===== src/rtl/modmul_reduce_initiator_pkg.sv =====
`default_nettype none
// ============================================================================
//  Module      : mod_pkg
//  Description : Shared constants for the Q=8380417 modular multiply path:
//                modulus, operand/product widths and the initiator FSM states.
//  Revision    : 1.0 - initial release
// ============================================================================
package mod_pkg;

    localparam int         Q_WIDTH    = 23;
    localparam int         MUL_WIDTH  = 2 * Q_WIDTH;   // full a*b width (46)
    localparam int         PROD_WIDTH = 48;            // reducer data_in width
    localparam logic [22:0] Q         = 23'd8380417;

    typedef enum logic [2:0] {
        ST_IDLE  = 3'd0,
        ST_MUL   = 3'd1,
        ST_ISSUE = 3'd2,
        ST_WAIT  = 3'd3,
        ST_OUT   = 3'd4
    } state_t;

endpackage : mod_pkg
`default_nettype wire


===== src/rtl/modmul_reduce_initiator_shiftadd.sv =====
`default_nettype none
// ============================================================================
//  Module      : modmul_shiftadd
//  Description : Bit-serial 23x23 shift-add multiplier. One multiplier bit per
//                cycle, LSB first; 23 busy cycles per product, no DSP blocks.
//  Revision    : 1.0 - initial release
// ============================================================================
module modmul_shiftadd
    import mod_pkg::*;
(
    input  logic                 clk,
    input  logic                 rst,
    input  logic                 start,
    input  logic [Q_WIDTH-1:0]   a,
    input  logic [Q_WIDTH-1:0]   b,
    output logic                 busy,
    output logic                 done,
    output logic [MUL_WIDTH-1:0] prod
);

    localparam logic [4:0] LAST_BIT = 5'(Q_WIDTH - 1);

    logic [Q_WIDTH-1:0]   a_q, a_d;
    logic [Q_WIDTH-1:0]   b_q, b_d;
    logic [MUL_WIDTH-1:0] acc_q, acc_d;
    logic [4:0]           bit_cnt_q, bit_cnt_d;
    logic                 busy_q, busy_d;

    // Next-state: latch operands on start, then add one shifted partial product per cycle
    always_comb begin
        a_d       = a_q;
        b_d       = b_q;
        acc_d     = acc_q;
        bit_cnt_d = bit_cnt_q;
        busy_d    = busy_q;
        if (start) begin
            a_d       = a;
            b_d       = b;
            acc_d     = '0;
            bit_cnt_d = '0;
            busy_d    = 1'b1;
        end else if (busy_q) begin
            if (b_q[bit_cnt_q]) begin
                acc_d = acc_q + (MUL_WIDTH'(a_q) << bit_cnt_q);
            end
            if (bit_cnt_q == LAST_BIT) begin
                busy_d = 1'b0;
            end else begin
                bit_cnt_d = bit_cnt_q + 5'd1;
            end
        end
    end

    // Multiplier state registers
    always_ff @(posedge clk or posedge rst) begin
        if (rst) begin
            a_q       <= '0;
            b_q       <= '0;
            acc_q     <= '0;
            bit_cnt_q <= '0;
            busy_q    <= 1'b0;
        end else begin
            a_q       <= a_d;
            b_q       <= b_d;
            acc_q     <= acc_d;
            bit_cnt_q <= bit_cnt_d;
            busy_q    <= busy_d;
        end
    end

    // done marks the final bit cycle; prod is complete on the following cycle
    assign busy = busy_q;
    assign done = busy_q && (bit_cnt_q == LAST_BIT);
    assign prod = acc_q;

endmodule : modmul_shiftadd
`default_nettype wire


===== src/rtl/modmul_reduce_initiator.sv =====
`default_nettype none
// ============================================================================
//  Module      : modmul_reduce_initiator
//  Description : Accepts (a,b), forms a*b bit-serially, drives the Barrett
//                reducer as initiator and returns a*b mod Q on a valid/ready
//                port. One operation in flight; sticky reducer timeout flag.
//  Revision    : 1.0 - initial release
// ============================================================================
module modmul_reduce_initiator
    import mod_pkg::*;
#(
    parameter int TIMEOUT = 64
) (
    input  logic                  clk,
    input  logic                  rst,
    input  logic                  in_valid,
    output logic                  in_ready,
    input  logic [Q_WIDTH-1:0]    in_a,
    input  logic [Q_WIDTH-1:0]    in_b,
    output logic                  red_start,
    output logic [PROD_WIDTH-1:0] red_data,
    input  logic                  red_done,
    input  logic [Q_WIDTH-1:0]    red_result,
    output logic                  out_valid,
    input  logic                  out_ready,
    output logic [Q_WIDTH-1:0]    out_data,
    output logic                  timeout_err
);

    localparam int WC_W = (TIMEOUT > 1) ? $clog2(TIMEOUT) : 1;
    localparam logic [WC_W-1:0] WAIT_LAST = WC_W'(TIMEOUT - 1);

    state_t               state_q, state_d;
    logic [WC_W-1:0]      wait_cnt_q, wait_cnt_d;
    logic [Q_WIDTH-1:0]   out_data_q, out_data_d;
    logic                 timeout_err_q, timeout_err_d;

    logic                 mul_start;
    logic                 mul_busy;
    logic                 mul_done;
    logic [MUL_WIDTH-1:0] mul_prod;

    modmul_shiftadd u_mul (
        .clk   (clk),
        .rst   (rst),
        .start (mul_start),
        .a     (in_a),
        .b     (in_b),
        .busy  (mul_busy),
        .done  (mul_done),
        .prod  (mul_prod)
    );

    // FSM next-state, wait timer, result capture and sticky timeout flag
    always_comb begin
        state_d       = state_q;
        wait_cnt_d    = wait_cnt_q;
        out_data_d    = out_data_q;
        timeout_err_d = timeout_err_q;
        mul_start     = 1'b0;
        case (state_q)
            ST_IDLE: begin
                // The multiplier is always idle here; the gate only guards
                // against ever restarting a pass that is still running.
                if (in_valid && !mul_busy) begin
                    mul_start = 1'b1;
                    state_d   = ST_MUL;
                end
            end
            ST_MUL: begin
                if (mul_done) begin
                    state_d = ST_ISSUE;
                end
            end
            ST_ISSUE: begin
                wait_cnt_d = '0;
                state_d    = ST_WAIT;
            end
            ST_WAIT: begin
                // A completion arriving on the last timer cycle still wins
                if (red_done) begin
                    out_data_d = red_result;
                    state_d    = ST_OUT;
                end else if (wait_cnt_q == WAIT_LAST) begin
                    timeout_err_d = 1'b1;
                    state_d       = ST_IDLE;
                end else begin
                    wait_cnt_d = wait_cnt_q + WC_W'(1);
                end
            end
            ST_OUT: begin
                if (out_ready) begin
                    state_d = ST_IDLE;
                end
            end
            default: begin
                state_d = ST_IDLE;
            end
        endcase
    end

    // Control and result registers
    always_ff @(posedge clk or posedge rst) begin
        if (rst) begin
            state_q       <= ST_IDLE;
            wait_cnt_q    <= '0;
            out_data_q    <= '0;
            timeout_err_q <= 1'b0;
        end else begin
            state_q       <= state_d;
            wait_cnt_q    <= wait_cnt_d;
            out_data_q    <= out_data_d;
            timeout_err_q <= timeout_err_d;
        end
    end

    // Outputs decode directly from registered state, so reset clears them at once.
    // red_data tracks the multiplier accumulator, which is stable from ISSUE
    // until the next operation is accepted.
    assign in_ready    = (state_q == ST_IDLE);
    assign red_start   = (state_q == ST_ISSUE);
    assign out_valid   = (state_q == ST_OUT);
    assign red_data    = {{(PROD_WIDTH - MUL_WIDTH){1'b0}}, mul_prod};
    assign out_data    = out_data_q;
    assign timeout_err = timeout_err_q;

endmodule : modmul_reduce_initiator
`default_nettype wire


===== config.mk =====
export PLATFORM = sky130hd
export DESIGN_NAME = modmul_reduce_initiator
export DESIGN_NICKNAME = d
export VERILOG_FILES = /design/src/rtl/modmul_reduce_initiator_pkg.sv /design/src/rtl/modmul_reduce_initiator_shiftadd.sv /design/src/rtl/modmul_reduce_initiator.sv
export SDC_FILE = /design/constraint.sdc
export NUM_CORES = 1
export LEC_CHECK = 0
export BUFFER_PORTS_ARGS = -buffer_cell sky130_fd_sc_hd__buf_2
export CORE_UTILIZATION = 62
export DETAILED_ROUTE_END_ITERATION = 16
export PLACE_DENSITY = 0.87
export SLEW_MARGIN = 10
export SYNTH_ARGS = -nofsm -noshare
export SYNTH_HDL_FRONTEND = slang
export SYNTH_SLANG_ARGS = --single-unit
export TNS_END_PERCENT = 100

===== constraint.sdc =====
create_clock -name clk -period 10 [get_ports clk]
set_input_delay 2.5 -clock clk [delete_from_list [all_inputs] [get_ports clk]]
set_output_delay 2.5 -clock clk [all_outputs]
set_load 0.02 [all_outputs]

Yosys cells after proc, flatten, opt, wreduce, memory -nomap -nowiden
Cells that the tools add are included.

Bits in registers: 131. Input port bits: 74. Output and inout port bits: 75. Word-level logic and storage cells: 63.

Add/sub/neg operators: 3. Order comparisons: 1. Equal/unequal tests: 13. Shift operators: 1. Mux-type cells: 22. Bitwise logic cells: 1. Reductions and logical operators: 13.

Operators with widths (count): $mux W46 (3); $add A46 B46 Y46 (1); $shl A23 B5 Y46 (1); $mux W3 (5); $mux W5 (3); $pmux W3 S5 (1); $mux W6 (2); $pmux W6 S2 (1); $ne A2 B2 Y1 const B (4); $add A6 B1 Y6 const B (1); $eq A3 B2 Y1 const B (2); $eq A6 B6 Y1 const B (1); $lt A5 B6 Y1 const B (1); $mux W1 (6); $reduce_and A2 Y1 (3); $reduce_and A3 Y1 (2); $reduce_bool A2 Y1 (3); $add A5 B1 Y5 const B (1); $bmux W1 S5 (1); $eq A5 B5 Y1 const B (1); $ne A2 B1 Y1 const B (2); $reduce_and A4 Y1 (1); $eq A3 B1 Y1 const B (1); $eq A3 B3 Y1 const B (1); 5 further kinds (6).

Logic depth before layout (Yosys ltp)
Word-level depth: 6. Gate-level depth with buffers: 22. Gate-level depth less buffers: 19.

Cells and area by module
Synthesis repeated with hierarchy kept, for this count alone.

Cell total of the unflattened synthesis: 1015. Area, all modules: 9375.2 um^2.

By module, submodules not included: modmul_shiftadd (times used 1, cells an instance 897, area each 7840.0 um^2, seq. area each 2452.4 um^2); modmul_reduce_initiator (times used 1, cells an instance 118, area each 1535.2 um^2, seq. area each 825.8 um^2).

Least setup slack after synthesis
No wires, ideal clock.

Path type: register to register. Start point: register u_mul.bit_cnt_q[1]. End point: register u_mul.acc_q[45] (netlist: u_mul.prod[45]). Library setup time: 131 ps. Arrival: 3810 ps. Required time: 9869 ps. Path slack: 6059 ps. Cell stages (with the launch flop): 23. Path buffers: 3. Clock period less this slack: 3941 ps. Cell sequence: dfrtp_1 -> buf_2 -> buf_2 -> mux2i_1 -> nor2_1 -> a21oi_1 -> nand2_1 -> o21ai_0 -> mux2i_1 -> nand2_1 -> o21ai_0 -> ha_1 -> clkbuf_1 -> nand4_1 -> nor2_1 -> nand3_1 -> a31oi_1 -> nor3_1 -> o31a_2 -> o21ai_2 -> a221oi_1 -> o211ai_1 -> o31ai_1.

Word-level cells in the longest chain between the ends: 5. Elaborated cells on any way between the ends: 9. Those cells by class: 1 x add/sub; 1 x shift; 5 x mux; 2 x reduce/logical.

RTL lines: from (decl) (line modmul_reduce_initiator_shiftadd.sv:26) `logic [4:0] bit_cnt_q, bit_cnt_d;`; from (signal assigned) (line modmul_reduce_initiator_shiftadd.sv:66) `bit_cnt_q <= bit_cnt_d;`; $shl A23 B5 Y46 (line modmul_reduce_initiator_shiftadd.sv:44) `acc_d = acc_q + (MUL_WIDTH'(a_q) << bit_cnt_q);`; $add A46 B46 Y46 (line modmul_reduce_initiator_shiftadd.sv:44); $mux W46 (line modmul_reduce_initiator_shiftadd.sv:43) `if (b_q[bit_cnt_q]) begin`; $mux W46 (line modmul_reduce_initiator_shiftadd.sv:42) `end else if (busy_q) begin`; $mux W46 (line modmul_reduce_initiator_shiftadd.sv:36) `if (start) begin`; to (signal assigned) (line modmul_reduce_initiator_shiftadd.sv:59) `acc_q <= '0;`; to (signal assigned) (line modmul_reduce_initiator_shiftadd.sv:65) `acc_q <= acc_d;`; to (decl) (line modmul_reduce_initiator_shiftadd.sv:25) `logic [MUL_WIDTH-1:0] acc_q, acc_d;`.

Parallel ways exist; a longest one is shown, timed or not. The select of a mux whose other input is x is not followed. A chain may end at the register's enable or synchronous reset.

Worst setup path after layout
Start point: register u_mul.bit_cnt_q[1]. End point: register u_mul.acc_q[42] (netlist: u_mul.prod[42]).

Same word-level chain as after synthesis.

==> impl_summary.log <==
[metrics] sink count of the clock tree: 131
[metrics] HP Class: register to register
[metrics] post-DP HPWL: 17,200 um
[metrics] predominant post-synthesis flop cell: dfrtp_1
[metrics] internal power consumption: 0.00217 W
[metrics] Unique masters post-synth: 62
[metrics] Max-slew headroom: 32.8%
[metrics] wire length of the first global-routing pass: between 30,000 and 40,000 um
[metrics] measured slew at the worst slew-check pin: 1.01 ns
[metrics] endpoint type of the worst setup path: register
[metrics] Mapped Cells: 1,064
[metrics] maximum clock frequency: 204 MHz
[metrics] max-slew violations: 0
[metrics] chip height: 123 um
[metrics] clock network fraction of total power: around 15%
[metrics] outcome: finished clean
[metrics] ratio of final minimum period to clock period: 49.1%
[metrics] cell depth of the worst flop-to-flop path: 15
[metrics] minimum clock period after layout: 4.91 ns
[metrics] Detail Route Antenna Nets: 0
[metrics] post-cts resize count: 0
[metrics] number of buffers inserted by port buffering: ~150
[metrics] crit path launch type: register
[metrics] total count of hold-check failures in the final report: 0
[metrics] number of core rows: 43
[metrics] antenna violations before repair: 0
[metrics] type of the setup path with the least slack: register to register
[metrics] maximum number of pins on one net before global-route repair: 95
[metrics] Final GP Congestion: 0.946
[metrics] max_cap viols: 0
[metrics] arrival time worst endpoint: 5.24 ns
[metrics] area enclosed by the die boundary: 15,100 sq um
[metrics] power density over the cells: 417 nW/um^2
[metrics] post-CTS setup buffers: 0
[metrics] NetSw: about 0.0022 W
[metrics] clock buffers created by TritonCTS: 17
[metrics] Sequential Power Share: between 20% and 30%
[metrics] number of flip-flops and latches in the synthesized netlist: 131
[metrics] leakage power: 5.23 nW
[metrics] largest fanout on the critical path: 31
[metrics] Post-synth EDFFs: 0
[metrics] via count of the first global-routing pass: about 7,700
[metrics] per-instance average area after synthesis: 8.54 sq um
[metrics] Total Wirelength: 24,300 um
[metrics] sequential-to-total area share from yosys stat: 36.1%
[metrics] first-iteration detailed-routing DRC count: around 990
[metrics] post-detailed-route wirelength per cell: between 15 and 20 um
[metrics] Setup Viol. Count Final: 0
[metrics] global-route total usage across every layer: between 30% and 40%
[metrics] required time at the endpoint of the critical path: 10.33 ns
[metrics] clock input transition at the sequential cells of the worst setup and hold paths: 0.06 ns
[metrics] share of layout cells above drive strength 1: 20.9%
[metrics] layout overhead on the synthesized area: 14.4%
[metrics] boundary pin count: 149
[metrics] horizontal die dimension: between 100 and 150 um
[metrics] Congestion Overflow GR: 0
[metrics] Final Skew: 0.0120 ns
[metrics] proportion of synthesized flip-flops having asynchronous set or reset: 100%
[metrics] Clock Latency Late Sink: about 0.43 ns
[metrics] clock tree from TritonCTS: done
[metrics] quantity of hold-fixing buffers added after cts: 0
[metrics] maximum clock path buffer count: 2
[metrics] unrepaired setup endpoints after global routing: no
[metrics] maximum vdd drop: ~0.00026 V
[metrics] Post-Syn Area: 9080 sq um
[metrics] warning count from the yosys run: 0
[metrics] root buffer cell: clkbuf_16
[metrics] number of vias per cell after detailed routing: slightly above 6
[metrics] total inserted antenna cells: 0
[metrics] Power Total: 0.00433 W
[metrics] Setup TNS Final: 0 ns
[metrics] CTS HTree Levels: 4
[metrics] number of cells on the worst hold path: 1
[metrics] detailed-router iteration count before antenna repair: 6
[metrics] Floorplan Core Area: 14,100 sq um
[metrics] proportion of power drawn by combinational gates: 64.0%
[metrics] Net count, final: 1,297
[metrics] net switching share of the total power: 50.0%
[metrics] overall via count from detail_route: 8,312
[metrics] total DRC errors in the routed layout: 0
[metrics] initial core utilization: 64.5%
logic make-up (layout without fill, tap and decap cells):
logic type / after synthesis / count (layout) / share of synthesized area, %
buffers and inverters: 85 / 207 / 4.35
AND/OR/NAND/NOR: 411 / 411 / 19.9
adder cells (fa/ha/maj): 49 / 49 / 6.83
flip-flops: 131 / 131 / 36.1
multiplexers: 77 / 77 / 10.9
XOR/XNOR: 46 / 46 / 4.43
other: 1 / 2 / 0.0413
AO/OA/AOI/OAI: 264 / 264 / 17.4
power groups by stage:
stage | Clock, W | Sequential (W) | Combinational [W]
after global routing | 0.000658 | 0.000952 | 0.00303
after CTS | 0.000635 | 0.000925 | 0.00272
final | 0.000632 | 0.000930 | 0.00277
after detailed placement | 0 | 0.000924 | 0.00269
after floorplan | 0 | 0.00101 | 0.00198
after global placement | 0 | 0.000914 | 0.00266
cell type report:
class | instances | area, sq um
Tap cell | 180 | 225
Timing Repair Buffer | 154 | 791
Multi-Input combinational cell | 849 | 5430
Sequential cell | 131 | 3280
Clock buffer | 20 | 447
Fill cell | 1059 | 3700
Clock inverter | 12 | 148
Inverter | 21 | 81.3
metal layers:
layer  GRT usage [%]  share of wire, %  vias up
li1                -                 -     3990
met1            45.3                43     3891
met2            53.5                47      374
met3            6.60               7.4       57
met4            13.6               3.2        0
met5               0                 0        -
synth_stat cells, types with 2 or more instances:
cell type,n,area [sq um]
a211oi_1,6,45.0
a21boi_0,2,15.0
a21o_1,23,173
a21oi_1,75,375
a221oi_1,3,26.3
a31oi_1,8,50.1
and2_1,12,75.1
and4_1,3,26.3
buf_1,2,7.51
buf_2,10,50.1
buf_4,5,37.5
buf_6,6,67.6
clkbuf_1,41,154
dfrtp_1,131,3280
ha_1,48,601
inv_1,20,75.1
mux2_2,36,405
mux2i_1,27,270
mux4_2,14,315
nand2_1,217,815
nand2b_1,10,62.6
nand3_1,62,310
nand4_1,13,81.3
nor2_1,58,218
nor2b_1,8,50.1
nor3_1,12,60.1
nor3b_1,3,22.5
o2111ai_1,2,17.5
o211ai_1,6,45.0
o21a_1,3,22.5
o21ai_0,70,350
o21ai_1,22,110
o21ai_2,2,17.5
o21bai_1,7,52.6
o22ai_1,16,100
o31ai_1,6,45.0
or2_2,3,18.8
or3_1,4,25.0
xnor2_1,23,201
xor2_1,23,201
critical path: stages (launching register included):
cell,delay (ns)
dfrtp_1,0.68
buf_4,0.45
mux2_2,0.40
o21ai_0,0.40
o21ai_0,0.28
o21ai_0,0.37
o22ai_1,0.16
ha_1,0.24
a21o_1,0.22
a21oi_1,0.16
o21bai_1,0.10
a221oi_1,0.51
a21oi_1,0.13
o21ai_0,0.33
a21boi_0,0.16
o31ai_1,0.23
state kept, by name, indices dropped and copies added, names as in the netlist:
signal and count:
out_data 23, state_q 3, timeout_err 1, u_mul.a_q 23, u_mul.b_q 23, u_mul.bit_cnt_q 5, u_mul.busy 1, u_mul.prod 46
wait_cnt_q 6
layout by cell type (no fill, tap or decap), drive strengths merged, types with 3 or more instances in the layout:
cell type | synthesis | layout
a21o | 23 | 23
mux2 | 36 | 36
mux2i | 27 | 27
and2 | 12 | 12
dfrtp | 131 | 131
ha | 48 | 48
o21bai | 7 | 7
a221oi | 3 | 3
mux4 | 14 | 14
and4 | 3 | 3
inv | 20 | 24
o21ai | 94 | 94
nand2b | 10 | 10
a31oi | 8 | 8
o211ai | 6 | 6
nand4 | 13 | 13
a21oi | 75 | 75
nor3b | 3 | 3
xor2 | 23 | 23
nor3 | 12 | 12
o21a | 3 | 3
o22ai | 16 | 16
clkbuf | 41 | 20
nor2b | 8 | 8
clkinv | 1 | 5
o31ai | 8 | 8
a211oi | 6 | 6
nor2 | 58 | 58
buf | 23 | 154
nand3 | 62 | 62
a21boi | 3 | 3
or3 | 4 | 4
xnor2 | 23 | 23
or2 | 3 | 3
nand2 | 217 | 217
worst paths after layout:
path / slack, ns / start / end
max in group asynchronous: 6.40 / rst / u_mul.prod[40]
min in group asynchronous: 2.18 / rst / out_data[14]
hold reg to reg: 0.47 / timeout_err / timeout_err
setup / recovery: 5.09 / u_mul.bit_cnt_q[1] / u_mul.prod[42]
hold / removal: 0.47 / timeout_err / timeout_err
setup reg to reg: 5.09 / u_mul.bit_cnt_q[1] / u_mul.prod[42]
through the flow:
stage	setup slack [ns]	cells	instance area, sq um	hold WS (ns)	util (%)
2_1_floorplan	4.00	1065	9090	0.440	-
3_3_place_gp	5.37	1335	9800	0.449	69.5
3_5_place_dp	5.23	1335	9800	0.450	69.5
4_1_cts	5.21	1367	10400	0.470	73.8
5_1_grt	4.72	1367	10400	0.499	73.8
6_report	5.09	1367	10400	0.466	73.8
Note: power is estimated with default switching activity, not from simulation.
